File: config.mk
export PLATFORM = sky130hd
export DESIGN_NAME = mem_access_stage
export DESIGN_NICKNAME = d
export VERILOG_FILES = /design/src/rtl/mem_access_stage.sv
export SDC_FILE = /design/constraint.sdc
export NUM_CORES = 1
export LEC_CHECK = 0
export CORE_AREA = 2 2 125 127
export DETAILED_ROUTE_END_ITERATION = 8
export DIE_AREA = 0 0 127 129
export DONT_BUFFER_PORTS = 1
export PLACE_DENSITY = 0.6
export REMOVE_ABC_BUFFERS = 1
export SLEW_MARGIN = 5
export SYNTH_ARGS = -nofsm -noshare
export SYNTH_HDL_FRONTEND = slang
export SYNTH_SLANG_ARGS = --single-unit
File: constraint.sdc
create_clock -name clk -period 2.3 [get_ports clk]
set_input_delay 0.345 -clock clk [delete_from_list [all_inputs] [get_ports clk]]
set_output_delay 0.345 -clock clk [all_outputs]
set_load 0.005 [all_outputs]
File: src/rtl/mem_access_stage.sv
`default_nettype none
// +--------------------------------------------------------------------------+
// | mem_access_stage                                                         |
// | MEM pipeline stage: load/store to data-memory bus with stall, timeout,   |
// | byte/half/word formatting. Optional macro: MEM_ALIGN_CHECK_EN rejects    |
// | misaligned half/word accesses instead of forcing them aligned.           |
// | Revision: 1.0                                                            |
// +--------------------------------------------------------------------------+
module mem_access_stage #(
  parameter int unsigned TIMEOUT = 16
) (
  input  logic        clk,
  input  logic        rst,
  input  logic        valid_in,
  input  logic [31:0] ALUResIn,
  input  logic [31:0] storeDataIn,
  input  logic        MemRE,
  input  logic        MemWE,
  input  logic [1:0]  MemSize,
  input  logic        MemSignExt,
  input  logic [1:0]  WriteDataSrcIn,
  input  logic [4:0]  WriteRegAddrIn,
  input  logic        RegWE,
  input  logic [31:0] PCplus8,
  output logic        dmem_req,
  output logic        dmem_we,
  output logic [31:0] dmem_addr,
  output logic [31:0] dmem_wdata,
  output logic [3:0]  dmem_be,
  input  logic [31:0] dmem_rdata,
  input  logic        dmem_ack,
  output logic [31:0] dataMemOut,
  output logic [31:0] ALUResOut,
  output logic [1:0]  WriteDataSrcOut,
  output logic [4:0]  WriteRegAddrOut,
  output logic [31:0] PCplus8_out,
  output logic        RegWE_out,
  output logic        stall,
  output logic        mem_err
);

  typedef enum logic [1:0] {
    S_IDLE = 2'd0,
    S_BUSY = 2'd1,
    S_DONE = 2'd2
  } state_t;

  localparam logic [7:0] C_CNT_LAST = 8'(TIMEOUT - 1);

  state_t      r_state;
  logic [7:0]  r_cnt;
  logic        r_err;
  logic [1:0]  r_size;
  logic [1:0]  r_lane;
  logic        r_sext;

  logic        w_access;
  logic        w_reject;
  logic        w_is_half;
  logic        w_is_word;
  logic [1:0]  w_lane;
  logic [3:0]  w_be;
  logic [31:0] w_wdata;
  logic [7:0]  w_rbyte;
  logic [15:0] w_rhalf;
  logic [31:0] w_load;
  logic        w_err_op;

  assign w_access  = valid_in & (MemRE | MemWE);
  assign w_is_half = (MemSize == 2'b01);
  assign w_is_word = MemSize[1];

`ifdef MEM_ALIGN_CHECK_EN
  assign w_reject = w_access &
                    ((w_is_half & ALUResIn[0]) | (w_is_word & (ALUResIn[1:0] != 2'b00)));
`else
  assign w_reject = 1'b0;
`endif

  // Lane is forced aligned for half/word; with the check enabled such accesses never issue.
  always_comb begin
    w_lane  = ALUResIn[1:0];
    w_be    = 4'b0001 << ALUResIn[1:0];
    w_wdata = {4{storeDataIn[7:0]}};
    if (w_is_word) begin
      w_lane  = 2'b00;
      w_be    = 4'b1111;
      w_wdata = storeDataIn;
    end else if (w_is_half) begin
      w_lane  = {ALUResIn[1], 1'b0};
      w_be    = ALUResIn[1] ? 4'b1100 : 4'b0011;
      w_wdata = {2{storeDataIn[15:0]}};
    end
  end

  always_comb begin
    w_rhalf = r_lane[1] ? dmem_rdata[31:16] : dmem_rdata[15:0];
    case (r_lane)
      2'd0:    w_rbyte = dmem_rdata[7:0];
      2'd1:    w_rbyte = dmem_rdata[15:8];
      2'd2:    w_rbyte = dmem_rdata[23:16];
      default: w_rbyte = dmem_rdata[31:24];
    endcase
    if (r_size[1]) begin
      w_load = dmem_rdata;
    end else if (r_size[0]) begin
      w_load = {{16{r_sext & w_rhalf[15]}}, w_rhalf};
    end else begin
      w_load = {{24{r_sext & w_rbyte[7]}}, w_rbyte};
    end
  end

  always_ff @(posedge clk or negedge rst) begin
    if (!rst) begin
      r_state    <= S_IDLE;
      r_cnt      <= 8'd0;
      r_err      <= 1'b0;
      r_size     <= 2'b00;
      r_lane     <= 2'b00;
      r_sext     <= 1'b0;
      dmem_req   <= 1'b0;
      dmem_we    <= 1'b0;
      dmem_addr  <= 32'd0;
      dmem_wdata <= 32'd0;
      dmem_be    <= 4'd0;
      dataMemOut <= 32'd0;
    end else begin
      case (r_state)
        S_IDLE: begin
          if (w_access && !w_reject) begin
            r_state    <= S_BUSY;
            r_cnt      <= 8'd0;
            r_err      <= 1'b0;
            r_size     <= MemSize;
            r_lane     <= w_lane;
            r_sext     <= MemSignExt;
            dmem_req   <= 1'b1;
            dmem_we    <= MemWE;
            dmem_addr  <= {ALUResIn[31:2], 2'b00};
            dmem_wdata <= w_wdata;
            dmem_be    <= w_be;
          end
        end
        S_BUSY: begin
          // Ack wins over a timeout landing on the same cycle.
          if (dmem_ack) begin
            r_state  <= S_DONE;
            dmem_req <= 1'b0;
            if (!dmem_we) begin
              dataMemOut <= w_load;
            end
          end else if (r_cnt == C_CNT_LAST) begin
            r_state    <= S_DONE;
            dmem_req   <= 1'b0;
            dataMemOut <= 32'd0;
            r_err      <= 1'b1;
          end else begin
            r_cnt <= r_cnt + 8'd1;
          end
        end
        S_DONE: begin
          r_state <= S_IDLE;
          r_err   <= 1'b0;
        end
        default: begin
          r_state <= S_IDLE;
        end
      endcase
    end
  end

  assign stall    = ((r_state == S_IDLE) & w_access & !w_reject) | (r_state == S_BUSY);
  assign w_err_op = ((r_state == S_DONE) & r_err) | ((r_state == S_IDLE) & w_reject);
  assign mem_err  = w_err_op;
  assign RegWE_out = RegWE & !stall & !w_err_op;

  assign ALUResOut       = ALUResIn;
  assign WriteDataSrcOut = WriteDataSrcIn;
  assign WriteRegAddrOut = WriteRegAddrIn;
  assign PCplus8_out     = PCplus8;

endmodule
`default_nettype wire

==> flow_summary.json <==
{
  "synth_xor_area_frac": 0.00445,
  "p_leak_nw": 2.87,
  "fmax_mhz": 448,
  "dpl.hpwl_mm": 12.1,
  "ys_types": 55,
  "cp-start-kind": "register",
  "worst_pin_slew_ns": 0.595,
  "syn_inst": 635,
  "place.gp.congestion": 0.838,
  "rows": 45,
  "muxShareOfSynthArea": 0.0282,
  "num_antenna_cells": 0,
  "grt-busiest-layer": "met2",
  "cts.repair.resized": 0,
  "outcome": "finished with violations",
  "crit_path_end_kind": "register",
  "violations": "negative hold slack",
  "power_density_nw_per_um2": 1220,
  "grt_overflow": 0,
  "drive_gt1_frac": 0.104,
  "synthToLayoutAreaGrowth_pct": 4.21,
  "met1_usage": 0.231,
  "yosys.area_share.simple": 0.195,
  "relSlewSlack": 0.598,
  "yosysTopAreaCellShare": 0.491,
  "cap_violations": 0,
  "use_met2": 0.295,
  "cp.required_ns": 2.59,
  "final_util": 0.411,
  "final_cells": 757,
  "synthArstFlopShare": 1.00,
  "grt_max_degree": 117,
  "grt_antenna_before_repair": 0,
  "h-tree-depth": 4,
  "wl_per_cell_um": 22.2,
  "design.die.area_um2": 16400,
  "dr.pass1.iters": 7,
  "max_stage_delay_ns": 0.57,
  "reg2regPathDepth": 4,
  "grt_usage": 0.201,
  "yosysSeqAreaShare": 0.491,
  "clk_latency_ns": 0.41,
  "crit_fanout": 16,
  "drtIter0Drc": 300,
  "setup_viol": 0,
  "slew_viol_final": 0,
  "die_h_um": 129,
  "met3_usage": 0.143,
  "slowest_stage": "or4_4",
  "fin_nets": 702,
  "synth_top_family_by_area": "simple AND/OR/NAND/NOR gates",
  "dp_cells": 724,
  "cts-buffers-inserted": 17,
  "fp.dieW_um": 127,
  "cts_tree": "done",
  "yosys_register_bits": 116,
  "yosysTopAreaCell": "dfrtp_1",
  "synth_area_per_cell_um2": 9.31,
  "holdWs_ns": -0.372,
  "synthTopCellsByArea": "dfrtp_1 (49%), nand2_1 (11%), buf_4 (9.3%), a221o_1 (2.7%), o31ai_1 (2.5%)",
  "clkSlewWorstSetupHoldPaths_ns": 0.05,
  "hold_viol_final": 116,
  "path_cells": "or4_4 > or3_4 > a21o_4 > a221o_2",
  "dominantRegCellSynth": "dfrtp_1",
  "fin_skew_ns": 0.00724,
  "cts_buffer_depth": 2,
  "synthAdderAreaFrac": 0.00212,
  "cts_setup_buffers": 0,
  "synth-compound-area-share": 0.152,
  "start_util": 0.395,
  "root_buffer": "clkbuf_16",
  "grt_pass1_vias": 4324,
  "fin_crit_ns": 2.23,
  "grt_first_pass_wirelength_mm": 24.9,
  "netlist_area_um2": 5910,
  "viasPerCell": 5.80,
  "synth_edf_count": 0,
  "synth_most_common_cell": "nand2_1",
  "routed_wirelength_mm": 16.8,
  "vias": 4394,
  "holdCritPathClass": "input port to asynchronous set/reset pin",
  "crit_type": "register to register",
  "port-buffer-count": 0,
  "min_period_over_period": 0.970,
  "clkSinkCount": 116,
  "ios": 321,
  "drc_errors": 0,
  "ys_warn_count": 0,
  "fp.coreArea_um2": 15000,
  "ys_top_cells_by_count": "nand2_1 (167), dfrtp_1 (116), buf_4 (73)",
  "arrival_ns": 2.52,
  "ant_nets": 0,
  "ir_drop_mv": 0.555,
  "rsz0062_at_grt": "false",
  "p_total_mw": 7.50
}
## cells by family after synthesis
family	count (synthesis)
compound gates	123
xor+xnor	3
fa+ha+maj	1
buf+inv	120
flops	116
mux	14
other cells	1
simple gates	257
## where the power goes
| part | internal, mW | switching (mW) |
|---|---|---|
| combinational | 0.609 | 0.723 |
| sequential | 2.75 | 0.653 |
| clock | 1.81 | 0.957 |
## per-stage QoR
stage | worst slack [ns] | TNS [ns] | cell area [um^2]
finish | 0.0680 | 0 | 6160
global route | 0.0190 | 0 | 6160
CTS | 0.0346 | 0 | 6150
detailed placement | 0.0513 | 0 | 5530
global placement | 0.0879 | 0 | 5530
floorplan | -1.21 | -64.14 | 5190
## critical path: cells and delay by family (launching register included)
family          cells  cell delay [ns]
simple gates        2             0.99
compound gates      2             0.71
flops               1             0.41
## sequential cells by signal (all words and copies together) (netlist names)
| signal | count |
|---|---|
| dataMemOut | 32 |
| dmem_addr | 30 |
| dmem_be | 4 |
| dmem_req | 1 |
| dmem_wdata | 32 |
| dmem_we | 1 |
| r_cnt | 8 |
| r_err | 1 |
| r_lane | 2 |
| r_sext | 1 |
| r_size | 2 |
| r_state | 2 |
## routing by layer
layer / part of all wire / up-vias / routed length [um]
met5: 0 / - / 0
met4: 0.015 / 0 / 246
met3: 0.15 / 18 / 2530
met2: 0.44 / 283 / 7460
met1: 0.39 / 2139 / 6590
li1: - / 1954 / -
## cell type report
type                            count  area [um^2]
Clock buffer                       19          433
Clock inverter                     13          183
Fill cell                        1466         8820
Inverter                            7         26.3
Multi-Input combinational cell    401         2280
Sequential cell                   116         2900
Tap cell                          188          235
Timing Repair Buffer               13         97.6
## final timing paths
kind,from,end,slack (ns)
worst max register to register,r_cnt[4]$_DFFE_PN0P_,dataMemOut[14]$_DFFE_PN0P_,0.07
min in group clk,storeDataIn[3],dmem_wdata[3]$_DFFE_PN0P_,0.03
worst min register to register,dmem_addr[20]$_DFFE_PN0P_,dmem_addr[20]$_DFFE_PN0P_,0.51
worst max-delay path,r_cnt[4]$_DFFE_PN0P_,dataMemOut[14]$_DFFE_PN0P_,0.07
max in group asynchronous,rst,dmem_addr[10]$_DFFE_PN0P_,2.47
worst min-delay path,rst,dataMemOut[0]$_DFFE_PN0P_,-0.37
## cells in the final DEF, fill, tap and decap left out, types with 8 or more instances in the layout
cell	Yosys	layout
buf_4	73	13
a221o_1	16	16
a211o_1	10	10
nor2_1	29	29
a211oi_1	9	9
a31oi_1	8	8
clkbuf_16	0	17
nand2_1	167	167
mux2i_1	11	11
dfrtp_1	116	116
a21oi_1	12	12
nor2b_1	11	11
o21ai_0	28	28
o31ai_1	20	20
(Power assumes the default switching activity.)
